## src/rtl/aes_pkg.sv

```systemverilog
// Shared AES datapath types: block width and the byte-assembler state encoding.
package aes_pkg;

    localparam int AES_BLK_BYTES = 16;
    localparam int AES_BLK_W     = 128;

    typedef enum logic {
        FILL,
        HOLD
    } asm_state_t;

    typedef logic [AES_BLK_W-1:0] aes_blk_t;

endpackage

```

## src/rtl/mod_blk_assembler.sv

```systemverilog
// Packs bytes popped from the AES input FIFO into one big-endian state block
// and offers it to the round engine over a valid/ready handshake.
module mod_blk_assembler
    import aes_pkg::*;
#(
    parameter int NBYTES = AES_BLK_BYTES,
    parameter int CNT_W  = 5
) (
    input  logic                  clk,
    input  logic                  rst,
    input  logic                  clr,
    input  logic [7:0]            fifo_data,
    input  logic                  fifo_empty,
    output logic                  fifo_rd_en,
    output logic [8*NBYTES-1:0]   blk_out,
    output logic                  blk_valid,
    input  logic                  blk_ready,
    output logic [CNT_W-1:0]      byte_cnt
);

    localparam logic [CNT_W-1:0] LAST = CNT_W'(NBYTES - 1);
    localparam logic [CNT_W-1:0] FULL = CNT_W'(NBYTES);

    asm_state_t       state;
    asm_state_t       state_nxt;
    logic [CNT_W-1:0] issue_cnt;
    logic             rd_pend;
    logic             rd_en;
    logic             hs;

    always_ff @(posedge clk or negedge rst) begin
        if (!rst) begin
            state <= FILL;
        end else begin
            state <= state_nxt;
        end
    end

    always_comb begin
        state_nxt = state;
        if (clr) begin
            state_nxt = FILL;
        end else begin
            unique case (state)
                FILL: if (rd_pend && byte_cnt == LAST) state_nxt = HOLD;
                HOLD: if (blk_ready) state_nxt = FILL;
            endcase
        end
    end

    // Issue is capped by issue_cnt so a byte of the next block is never popped early.
    always_comb begin
        rd_en      = rst && state == FILL && !clr && !fifo_empty && issue_cnt < FULL;
        blk_valid  = state == HOLD;
        hs         = blk_valid && blk_ready;
        fifo_rd_en = rd_en;
    end

    always_ff @(posedge clk or negedge rst) begin
        if (!rst) begin
            blk_out   <= '0;
            byte_cnt  <= '0;
            issue_cnt <= '0;
            rd_pend   <= 1'b0;
        end else if (clr) begin
            byte_cnt  <= '0;
            issue_cnt <= '0;
            rd_pend   <= 1'b0;
        end else begin
            rd_pend <= rd_en;
            if (rd_pend) begin
                for (int i = 0; i < NBYTES; i++) begin
                    if (byte_cnt == CNT_W'(i)) begin
                        blk_out[8*(NBYTES-1-i) +: 8] <= fifo_data;
                    end
                end
                byte_cnt <= byte_cnt + 1'b1;
            end
            if (hs) begin
                byte_cnt  <= '0;
                issue_cnt <= '0;
            end else if (rd_en) begin
                issue_cnt <= issue_cnt + 1'b1;
            end
        end
    end

endmodule

```

## config.mk

```make
export PLATFORM = sky130hd
export DESIGN_NAME = mod_blk_assembler
export DESIGN_NICKNAME = d
export VERILOG_FILES = /design/src/rtl/aes_pkg.sv /design/src/rtl/mod_blk_assembler.sv
export SDC_FILE = /design/constraint.sdc
export NUM_CORES = 1
export LEC_CHECK = 0
export ABC_AREA = 1
export CAP_MARGIN = 20
export CELL_PAD_IN_SITES_DETAIL_PLACEMENT = 1
export CELL_PAD_IN_SITES_GLOBAL_PLACEMENT = 1
export CORE_MARGIN = 2
export CORE_UTILIZATION = 39
export CTS_CLUSTER_DIAMETER = 200
export DETAILED_ROUTE_END_ITERATION = 7
export GPL_TIMING_DRIVEN = 0
export PLACE_DENSITY = 0.86
export SETUP_SLACK_MARGIN = 0.2
export SYNTH_ARGS = -nofsm -noshare
export SYNTH_HDL_FRONTEND = slang
export SYNTH_SLANG_ARGS = --single-unit
export TNS_END_PERCENT = 10
```

## constraint.sdc

```tcl
create_clock -name clk -period 5.1 [get_ports clk]
set_clock_uncertainty 0.15 [all_clocks]
set_input_delay 1.02 -clock clk [delete_from_list [all_inputs] [get_ports clk]]
set_output_delay 1.02 -clock clk [all_outputs]
set_load 0.05 [all_outputs]
```

==> run_results.csv <==
group,metric,value,unit
clock_network,cts_htree_levels,4,
timing,finalHoldViolCount,0,
placed_design,gp_congestion,0.806,
logic_synthesis,synthTopCellsByCount,"nand2_1, dfrtp_1, o21ai_0",
logic_synthesis,synth.top_cell.area_share,0.611,
floorplan,initial_core_util,0.397,
logic_synthesis,synth_area,5730,sq um
layout,instances_no_fill,1015,
worst_setup_path,crit_path_end_kind,"output pin",
logic_synthesis,yosysTopAreaCell,"dfrtp_1",
logic_synthesis,yosys.cell_types.count,20,
worst_setup_path,critPathKind,"primary input to output pin",
global_route,antenna_found_initial,0,
floorplan,die_x,125,um
run,drv_cap,0,
worst_setup_path,cp-start-kind,"primary input",
logic_synthesis,ys_ff_latch,140,
timing,finalSetupViolCount,0,
logic_synthesis,yosys-top-cells-area,"dfrtp_1, nand2_1, o21ai_0",
status,status,"completed",
detailed_routing,routed_wl,20800,um
timing,fmax,0.232,GHz
detailed_routing,ant_nets,0,
clock_network,cts_tree,"built",
layout,antennaDiodeCount,0,
logic_synthesis,synth_cells,659,
detailed_routing,vias_per_cell,5.38,
global_route,overflow,0,
detailed_routing,wl_per_cell,20.5,um
global_route,grt_max_degree,89,
logic_synthesis,ys_seq_area_frac,0.611,
placed_design,io_buffers,139,
detailed_routing,first_pass_iters,5,
hold_path,min_path_type,"register to register",
power_and_ir_drop,total_power,2870,uW
logic_synthesis,async_flop_share,1.00,
clock_network,ctsRootBufferMaster,"clkbuf_16",
clock_network,cts_setup_buffers,0,
logic_synthesis,synth.most_common_cell,"nand2_1",
floorplan,coreArea,14400,sq um
detailed_routing,drc,0,
timing,finalCriticalPeriod,4320,ps
clock_network,cts.sinks,140,
worst_setup_path,path_max_fanout,88,
global_route,grt_pass1_wl,33100,um
clock_network,cts_made_buffers,17,
timing,hold-worst-slack,333,ps
placed_design,place_inst,983,
timing,worst_pin_slew,754,ps
logic_synthesis,synth_nets,678,
floorplan,die_h,125,um
power_and_ir_drop,irDropWorstVdd,0.181,mV
logic_synthesis,syn_avg_cell_area,8.70,sq um
clock_network,cts_buffer_depth,2,
floorplan,num_rows,44,
detailed_routing,routed-via-count,5464,
worst_setup_path,arrival,3150,ps
timing,maxSlewHeadroom,0.497,
layout,drive_above_1_share,0.0493,
layout,area_growth,41.0,%
timing,rsz0062_at_grt,"false",
global_route,grt_usage,0.274,
clock_network,cts.clk_slew.worst_paths,60,ps
global_route,grt_pass1_vias,6025,
logic_synthesis,synthFlopType,"dfrtp_1",
logic_synthesis,ys_warn_count,0,
power_and_ir_drop,p_leak,0.00409,uW
clock_network,clk_latency,430,ps
layout,final_nets,837,
timing,post-route-period-util,0.847,
detailed_routing,drt_iter0_drc,299,
floorplan,die-area,15700,sq um
logic_synthesis,synth_edf_count,0,
power_and_ir_drop,power_density,355,nW/um^2
placed_design,dp_hpwl,13800,um
worst_setup_path,required,3930,ps
layout,fillers,1671,
timing,maxSlewViolCount,0,
floorplan,io_pins,148,
-- cell families (layout without fill, tap and decap cells) --
group                    after synthesis  after routing  synth area share
XOR/XNOR                               1              1           0.00153
adder cells (fa/ha/maj)                6              6            0.0131
buffers and inverters                 55            227            0.0367
AND/OR/NAND/NOR                      330            330             0.227
AO/OA/AOI/OAI                        127            127             0.111
flip-flops                           140            140             0.611
-- worst paths after layout --
kind                                    startpoint                       to  slack, ps  cells past startpoint
setup / recovery                               rst               fifo_rd_en        780                      7
hold / removal              blk_out[2]$_DFFE_PN0P_   blk_out[2]$_DFFE_PN0P_        330                      2
setup reg to reg           byte_cnt[2]$_DFFE_PN0P_   blk_out[7]$_DFFE_PN0P_       2620                      8
hold reg to reg             blk_out[2]$_DFFE_PN0P_   blk_out[2]$_DFFE_PN0P_        330                      2
max in group asynchronous                      rst  blk_out[68]$_DFFE_PN0P_       3530                      2
min in group asynchronous                      rst  blk_out[86]$_DFFE_PN0P_        410                      1
-- where the power goes --
part,leakage [uW],switching [uW],internal [uW],total [uW]
Sequential,0.00194,16.7,1140,1150
Combinational,0.00181,182,60.8,243
Clock,0.000336,486,989,1470
-- placed cells by master (no fill, tap or decap) --
cell type	instances
nand2_1	276
dfrtp_1	140
clkdlybuf4s50_1	137
o21ai_0	122
clkbuf_1	32
nor2_1	28
clkbuf_16	17
inv_1	13
nand3_1	13
buf_1	8
bufinv_16	7
ha_1	6
a21oi_1	4
nor3_1	4
nor2_2	3
nand4_1	3
clkinv_2	3
inv_2	2
clkbuf_8	2
clkinvlp_4	2
nor2_4	1
buf_4	1
nand3_4	1
xor2_1	1
o22ai_1	1
and3_1	1
buf_6	1
buf_16	1
dlymetal6s2s_1	1
-- timing repair --
action | CTS | global route
resized for setup | 0 | 1
setup endpoints to repair | 0 | 1
hold buffers | 0 | 0
-- layer usage --
layer	GRT usage	routed length [um]	up-vias
met1	0.340	8500	2818
met2	0.464	10600	186
met3	0.0591	1040	37
met4	0.122	620	0
met5	0	0	-
li1	-	-	2423
-- final cells by class --
cell class | instances | area [sq um] | area share
clock buffer | 20 | 457 | 0.0565
inverter | 15 | 56.3 | 0.00697
clock inverter | 12 | 240 | 0.0297
sequential | 140 | 3500 | 0.433
multi-input combinational | 464 | 2020 | 0.250
buffer | 40 | 154 | 0.0190
tap | 184 | 230 | 0.0285
timing repair buffer | 140 | 1420 | 0.176
-- metrics by stage --
stage / util / setup WS (ps) / cell area, sq um / TNS [ps]
floorplan: - / 1870 / 5730 / 0
global placement: 0.510 / -3760 / 7350 / -372640
finish: 0.560 / 781 / 8080 / 0
detailed placement: 0.512 / 382 / 7380 / 0
CTS: 0.560 / 368 / 8080 / 0
global route: 0.560 / 539 / 8080 / 0
-- worst max-delay path, stage by stage --
cell            delay (ps)
buf_6                  420
buf_16                 400
inv_1                  110
nor2_1                 150
inv_1                   70
nor2_1                 360
dlymetal6s2s_1         490
-- registers in the layout (all words and copies together), names as in the netlist --
| name | cells |
|---|---|
| blk_out | 128 |
| blk_valid | 1 |
| byte_cnt | 5 |
| issue_cnt | 5 |
| rd_pend | 1 |
No activity file was read; power rests on OpenSTA's default activity.
